[config.mk]
export PLATFORM = sky130hd
export DESIGN_NAME = trig_arb
export DESIGN_NICKNAME = d
export VERILOG_FILES = /design/src/rtl/trig_arb_pkg.sv /design/src/rtl/trig_qual.sv /design/src/rtl/trig_arb.sv
export SDC_FILE = /design/constraint.sdc
export NUM_CORES = 1
export LEC_CHECK = 0
export ABC_AREA = 0
export CORE_MARGIN = 5
export CORE_UTILIZATION = 50
export CTS_CLUSTER_SIZE = 28
export DETAILED_ROUTE_END_ITERATION = 10
export HOLD_SLACK_MARGIN = 0.12
export PLACE_DENSITY_LB_ADDON = 0.25
export RECOVER_POWER = 25
export SLEW_MARGIN = 20
export SYNTH_ARGS = -nofsm -noshare
export SYNTH_HDL_FRONTEND = slang
export SYNTH_HIERARCHICAL = 1
export SYNTH_SLANG_ARGS = --single-unit
export TNS_END_PERCENT = 10
[constraint.sdc]
create_clock -name clk -period 2.4 [get_ports clk]
set_clock_uncertainty 0.15 [all_clocks]
set_input_delay 0.48 -clock clk [delete_from_list [all_inputs] [get_ports clk]]
set_output_delay 0.48 -clock clk [all_outputs]
set_load 0.03 [all_outputs]
[src/rtl/trig_arb_pkg.sv]
// trig_arb_pkg: shared types and width helpers for the trigger arbiter.
//   trig_arb_state_t : IDLE / QUAL / HOLD controller states
//   idx_w()          : index width for a requester count
//   cnt_w()          : width of a counter that must hold 0..n
package trig_arb_pkg;

  typedef enum logic [1:0] {
    IDLE = 2'd0,
    QUAL = 2'd1,
    HOLD = 2'd2
  } trig_arb_state_t;

  function automatic int idx_w(input int n);
    return (n > 1) ? $clog2(n) : 1;
  endfunction

  function automatic int cnt_w(input int n);
    return (n > 0) ? $clog2(n + 1) : 1;
  endfunction

endpackage

[src/rtl/trig_qual.sv]
// trig_qual: clear-on-low saturating run counter.
//   clk, rst : clock, synchronous active-high reset
//   clr      : restart the run (start of a new qualification)
//   en       : take a sample this cycle
//   lvl      : raw level sample
//   hit      : this cycle's sample completes DEPTH consecutive highs
module trig_qual
  import trig_arb_pkg::*;
#(
  parameter int DEPTH = 4
) (
  input  logic clk,
  input  logic rst,
  input  logic clr,
  input  logic en,
  input  logic lvl,
  output logic hit
);

  localparam int CW = cnt_w(DEPTH);

  logic [CW-1:0] cnt;

  always_ff @(posedge clk) begin
    if (rst || clr)
      cnt <= '0;
    else if (en)
      cnt <= !lvl ? '0 : (cnt == CW'(DEPTH)) ? cnt : cnt + CW'(1);
  end

  // Hit is judged on the current sample so the arbiter can register
  // trig in the same cycle the DEPTH-th high arrives.
  assign hit = en && lvl && (cnt >= CW'(DEPTH - 1));

endmodule

[src/rtl/trig_arb.sv]
// trig_arb: round-robin sharing of one consecutive-high trigger qualifier.
//   clk, rst : clock, synchronous active-high reset
//   req      : per-requester qualification request (level)
//   lvl      : per-requester raw level
//   gnt      : one-hot grant, high throughout QUAL
//   trig     : one-cycle pulse, granted level qualified
//   abort    : one-cycle pulse, withdrawal or timeout
//   trig_id  : index of the requester that last ended QUAL
//   busy     : high in QUAL and HOLD
// Optional: define TRIG_ARB_TIMEOUT_EN to add the qualification timer and
// timeout abort; without it QUAL ends only on hit or withdrawal.
module trig_arb
  import trig_arb_pkg::*;
#(
  parameter int NREQ    = 4,
  parameter int DEPTH   = 4,
  parameter int TIMEOUT = 16,
  parameter int HOLDOFF = 2
) (
  input  logic                   clk,
  input  logic                   rst,
  input  logic [NREQ-1:0]        req,
  input  logic [NREQ-1:0]        lvl,
  output logic [NREQ-1:0]        gnt,
  output logic                   trig,
  output logic                   abort,
  output logic [idx_w(NREQ)-1:0] trig_id,
  output logic                   busy
);

  localparam int IW = idx_w(NREQ);
  localparam int HW = cnt_w(HOLDOFF);

  trig_arb_state_t state, state_n;
  logic [IW-1:0]   sel, sel_n, last, last_n, id_n, pick;
  logic [NREQ-1:0] gnt_n;
  logic [HW-1:0]   hcnt, hcnt_n;
  logic            trig_n, abort_n, found, qclr, qen, hit;

`ifdef TRIG_ARB_TIMEOUT_EN
  localparam int TW = cnt_w(TIMEOUT);
  logic [TW-1:0] timer, timer_n;
`endif

  trig_qual #(.DEPTH(DEPTH)) u_qual (
    .clk (clk),
    .rst (rst),
    .clr (qclr),
    .en  (qen),
    .lvl (lvl[sel]),
    .hit (hit)
  );

  // Round-robin pick: first set req bit after last, wrapping.
  always_comb begin
    found = 1'b0;
    pick  = last;
    for (int i = 1; i <= NREQ; i++) begin
      if (!found && req[(int'(last) + i) % NREQ]) begin
        found = 1'b1;
        pick  = IW'((int'(last) + i) % NREQ);
      end
    end
  end

  always_comb begin
    state_n = state;
    sel_n   = sel;
    last_n  = last;
    gnt_n   = gnt;
    trig_n  = 1'b0;
    abort_n = 1'b0;
    id_n    = trig_id;
    hcnt_n  = hcnt;
    qclr    = 1'b0;
    qen     = 1'b0;
`ifdef TRIG_ARB_TIMEOUT_EN
    timer_n = timer;
`endif
    case (state)
      IDLE: begin
        qclr = 1'b1;
        if (found) begin
          state_n = QUAL;
          sel_n   = pick;
          gnt_n   = NREQ'(1) << pick;
`ifdef TRIG_ARB_TIMEOUT_EN
          timer_n = '0;
`endif
        end
      end
      QUAL: begin
        qen = 1'b1;
`ifdef TRIG_ARB_TIMEOUT_EN
        timer_n = timer + TW'(1);
`endif
        // Hit outranks withdrawal, which outranks timeout.
        if (hit)
          trig_n = 1'b1;
        else if (!req[sel])
          abort_n = 1'b1;
`ifdef TRIG_ARB_TIMEOUT_EN
        else if (timer_n == TW'(TIMEOUT))
          abort_n = 1'b1;
`endif
        if (trig_n || abort_n) begin
          state_n = HOLD;
          last_n  = sel;
          id_n    = sel;
          gnt_n   = '0;
          hcnt_n  = '0;
        end
      end
      HOLD: begin
        if (hcnt == HW'(HOLDOFF - 1))
          state_n = IDLE;
        else
          hcnt_n = hcnt + HW'(1);
      end
      default: state_n = IDLE;
    endcase
  end

  always_ff @(posedge clk) begin
    if (rst) begin
      state   <= IDLE;
      sel     <= '0;
      last    <= IW'(NREQ - 1);
      gnt     <= '0;
      trig    <= 1'b0;
      abort   <= 1'b0;
      trig_id <= '0;
      busy    <= 1'b0;
      hcnt    <= '0;
`ifdef TRIG_ARB_TIMEOUT_EN
      timer   <= '0;
`endif
    end else begin
      state   <= state_n;
      sel     <= sel_n;
      last    <= last_n;
      gnt     <= gnt_n;
      trig    <= trig_n;
      abort   <= abort_n;
      trig_id <= id_n;
      busy    <= (state_n != IDLE);
      hcnt    <= hcnt_n;
`ifdef TRIG_ARB_TIMEOUT_EN
      timer   <= timer_n;
`endif
    end
  end

endmodule

After elaboration in Yosys (flattened, before gate mapping) --
Cells that the tools add are included.
Operators by class: equality and inequality tests 8, bitwise logic cells 5, magnitude comparators 6, reductions and logical operators 24, shift-type cells 1, multiplexer cells 43, $add $sub $neg 6
Operators with widths (number):
- $mux W1 | 21
- $mux W2 | 9
- $lt A3 B4 Y1 const B | 4
- $bmux W1 S2 | 6
- $reduce_or A2 Y1 | 5
- $mux W4 | 2
- $ne A2 B2 Y1 const B | 4
- $pmux W4 S2 | 1
- $add A2 B1 Y2 const B | 3
- $mux W3 | 2
- $pmux W2 S3 | 1
- $reduce_and A2 Y1 | 3
- $reduce_and A3 Y1 | 2
- $reduce_bool A2 Y1 | 3
- $logic_and A1 B1 Y1 | 5
- $add A2 B2 Y2 const B | 2
- $and A1 B1 Y1 const A | 4
- $eq A2 B1 Y1 const B | 2
- $pmux W2 S2 | 1
- $shl A1 B2 Y4 const A | 1
- $add A3 B1 Y3 const B | 1
- $eq A3 B3 Y1 const B | 1
- $ge A3 B2 Y1 const B | 1
- $logic_not A1 Y1 | 3
- 5 further kinds | 6
Storage, ports and cells: bits in registers 20, input bits 10, logic and storage cells 103, output and inout bits 9

Longest topological paths before layout --
depth after elaboration 19, depth in mapped cells 9, mapped depth without buffers 8

Cells and area by module --
The synthesis kept the hierarchy.
Modules (own cells, without submodules):
- trig_arb | sequential area each 340.3 um^2, area an instance 775.7 um^2, times used 1, cells an instance 85
- trig_qual | sequential area each 60.1 um^2, area an instance 207.7 um^2, times used 1, cells an instance 22

Worst setup path before layout --
Ideal clock, no wire load.
kind input to register, from in lvl[1], to reg trig_id[0], setup slack 462 ps, data arrival time 1718 ps, data required time 2180 ps, stages on the path 8, library setup time 70 ps, cell sequence mux4_1 > nand2_2 > nor2_1 > inv_1 > a21o_1 > buf_6 > nand2_1 > a21oi_1
On the way: cells in the longest elaborated chain, start to end 8, elaborated cells on any way between the ends 10, those cells by class mux: 6; reduce/logical: 4
Ends and longest elaborated chain:
- from (decl) | line trig_arb.sv:23 | input logic [NREQ-1:0] lvl,
- $bmux W1 S2 * | line trig_arb.sv:50 | .lvl (lvl[sel]),
- $mux W1 (implied by the code) * | line trig_arb.sv:50
- $logic_and A1 B1 Y1 * (2 in series) | line trig_qual.sv:33 | assign hit = en && lvl && (cnt >= CW'(DEPTH - 1));
- net hit | line trig_arb.sv:38 | logic trig_n, abort_n, found, qclr, qen, hit;
- $mux W1 | line trig_arb.sv:98 | if (hit)
- $mux W1 | line trig_arb.sv:80 | case (state)
- $logic_or A1 B1 Y1 * | line trig_arb.sv:106 | if (trig_n || abort_n) begin
- $reduce_and A2 Y1 (no line) *
- to (signal assigned) | line trig_arb.sv:145 | trig_id <= id_n;
- to (decl) | line trig_arb.sv:27 | output logic [idx_w(NREQ)-1:0] trig_id,
Mark *: on every way through the listed nets, which the timed path passes. The rest lies on a longest branch. The select of a mux whose other input is x is not followed. A chain may end at the register's enable or synchronous reset.

Final worst setup path --
from in lvl[1], to reg u_qual.cnt[0]
On the way: cells in the longest elaborated chain, start to end 4, elaborated cells on any way between the ends 5, those cells by class eq/ne: 1; mux: 3; reduce/logical: 1
Ends and longest elaborated chain:
- $bmux W1 S2 * | line trig_arb.sv:50
- $mux W1 (implied by the code) * | line trig_arb.sv:50
- $ne A2 B2 Y1 (no line)
- $reduce_and A2 Y1 (no line)
- to (signal assigned) | line trig_qual.sv:28 | cnt <= !lvl ? '0 : (cnt == CW'(DEPTH)) ? cnt : cnt + CW'(1);
- to (decl) | line trig_qual.sv:22 | logic [CW-1:0] cnt;
Mark *: on every way between the ends. The rest lies on a longest branch, timed or not. The select of a mux whose other input is x is not followed.

==> metrics.txt <==
Worst Path Required 2.49 ns; max_cap viols 0; cell area after synthesis 983 um^2; maximum vdd drop 0.000412 V; status finished, final reports clean; layout net count 147; Post-CTS Hold Buffers 0; Root Driver clkbuf_4; DR vias 872; layout cell share with drive strength beyond 1 11.5%; Mapped Cells 107; sequential element share of the synthesized area 40.7%; Routed met1 length 973 um; Seq. cell area 400 um^2; synth-to-layout area growth 24.2%; antenna violations before repair 0; # diodes 0; Hold Path Class register to register; # fillers 166; clk slew on worst S/H paths 0.10 ns; Final HPWL DP 1610 um; DRT antenna net count 0; pwr dens 671 nW/um^2; mux contribution to synthesized area 5.98%; commonest non-fill, non-tap cells in the layout dfxtp_1 (20), clkdlybuf4s50_1 (17), nor2_1 (9), a21oi_1 (9), nand2_1 (8); relative slew slack 55.2%; Yosys Warn Count 6; maximum clock frequency 471 MHz; hold slack 0.311 ns; pin count of the biggest net entering global routing 19; most common cell after layout, fill and taps aside dfxtp_1; Worst Path Arrival 2.21 ns; PostCTS Resize Cnt 0; final worst path period share 88.4%; final hold violations 0; leakage 0.000456 uW; Longest Clk Path Bufs 2; WS Path Type input port to register; Netlist cell types 36; FF-to-FF path depth 5; Worst setup EP type register; CP Max Fanout 2; met3 WL 61 um; clk sinks 20; DR iter-0 viols 18; RSZ-0062 raised after global routing false; Setup Fix Bufs, Post-CTS 0; highest metal used met4; CTS buffer count 3; Period minus WS final 2.12 ns; Via-to-Cell Ratio 5.52; Compound-Gate Fraction of Synth Area 19.6%; H-tree levels 1; synthesized area per cell 9.19 um^2; drt wl/cell 12.8 um; final core occ 63.5%; final setup violation count 0; largest family of logic cells by synthesized area simple AND/OR/NAND/NOR gates; synthesized flop and latch total 20; chip height 54.4 um; Die Area 2950 um^2; vias in the first global route 803; row cnt 16; syn_nets 121; IO Count 19; number of cells on the worst hold path 2; startpoint types input port; starting density of the core 51.2%; met2 wire len 976 um; Pins Over Slew Limit 0; GRT Util Overall 16.2%; worst skew pair latency 0.29 ns; DRC Markers 0; Buffers on Ports 18; Die Wd 54.4 um; gpl congestion 0.789; Overflow after GRT 0; Detailed Route WL 2020 um; area of the multi-input gates 513 um^2; Worst-Margin Slew 0.654 ns; adder-cell share of the synthesized area 5.09%; CTS tree yes; simple logic cell fraction of the synthesized area 23.4%; Setup TNS 0 ns; TritonRoute pass-1 iters 4; first-pass GRT wire length 3420 um; Post-Synth XOR/XNOR Area 0%; Core Region 1920 um^2
-- worst paths after layout --
| check | startpoint | end | slack [ns] |
|---|---|---|---|
| worst max-delay path | lvl[1] | u_qual/cnt[0] | 0.28 |
| worst min-delay path | trig_id[0] | trig_id[0] | 0.31 |
| worst max register to register | sel[0] | u_qual/cnt[0] | 0.42 |
| worst min register to register | trig_id[0] | trig_id[0] | 0.31 |
-- per-stage QoR --
| stage | area, um^2 | std cells | worst slack [ns] | power, uW |
|---|---|---|---|---|
| 2_1_floorplan | 983 | 107 | 0.462 | 589 |
| 3_3_place_gp | 1230 | 155 | 0.0848 | 678 |
| 3_5_place_dp | 1230 | 155 | 0.0585 | 684 |
| 4_1_cts | 1250 | 158 | 0.367 | 837 |
| 5_1_grt | 1220 | 158 | 0.230 | 881 |
| 6_report | 1220 | 158 | 0.279 | 820 |
-- critical path, cell delays in order --
cell and delay, ns:
clkdlybuf4s50_1 0.44, mux4_1 0.26, nand2_2 0.07, clkbuf_1 0.10
a2111oi_0 0.61, a22o_1 0.24
-- registers in the layout (all words and copies together), names as in the netlist --
signal      cells
state           2
hcnt            2
trig_id         2
abort           1
last            2
gnt             4
trig            1
sel             2
u_qual/cnt      3
busy            1
-- layout make-up --
type | count | area share (%)
multi-input cells | 76 | 42.0
flip-flops and latches | 20 | 32.8
repair buffers | 26 | 18.8
well taps | 27 | 2.77
clock buffers | 3 | 1.84
inverters | 6 | 1.84
-- power breakdown --
group	internal, uW	switching [uW]	leakage, uW
logic	116	145	0.000278
registers	371	34.6	0.000163
clock network	58.4	95.3	0.0000138
total	545	275	0.000456
-- cells by family (layout without fill, tap and decap cells) --
group / count (synthesis) / after routing
AOI/OAI and AO/OA: 27 / 27
adders and majority gates: 4 / 4
buffers and inverters: 11 / 35
DFF: 20 / 20
muxes: 3 / 3
and+or+nand+nor: 42 / 42
-- per-layer routing --
metal  vias up  GRT usage [%]
met5         -              0
met4         0           7.88
li1        440              -
met3         2           4.36
met2        16           25.7
met1       414           20.2
-- cell usage after synthesis --
library cell	count	area share (%)
nand3b_1	1	0.76
buf_6	1	1.1
o21ai_0	5	2.5
mux2i_1	1	1.0
nand3_1	2	1.0
buf_2	2	1.0
nand4b_1	4	3.6
o21a_1	1	0.76
a211oi_1	3	2.3
a22o_1	1	0.89
mux4_2	1	2.3
a32o_2	1	1.1
or3_1	3	1.9
nand2b_1	3	1.9
nor2b_1	1	0.64
a2111oi_4	1	2.8
o31ai_1	1	0.76
nor3b_1	1	0.76
a21o_1	1	0.76
nor4_1	2	1.3
a21oi_2	2	1.8
nand2_2	1	0.64
buf_1	1	0.38
or3b_2	1	0.89
nor2_1	9	3.4
inv_1	6	2.3
ha_1	4	5.1
dfxtp_1	20	41
a21oi_1	9	4.6
nand2_1	8	3.1
and3b_1	1	0.89
mux4_1	1	2.7
or2_2	1	0.64
clkbuf_1	1	0.38
a31oi_1	2	1.3
nor3_1	4	2.0
No activity file was read; power rests on OpenSTA's default activity.
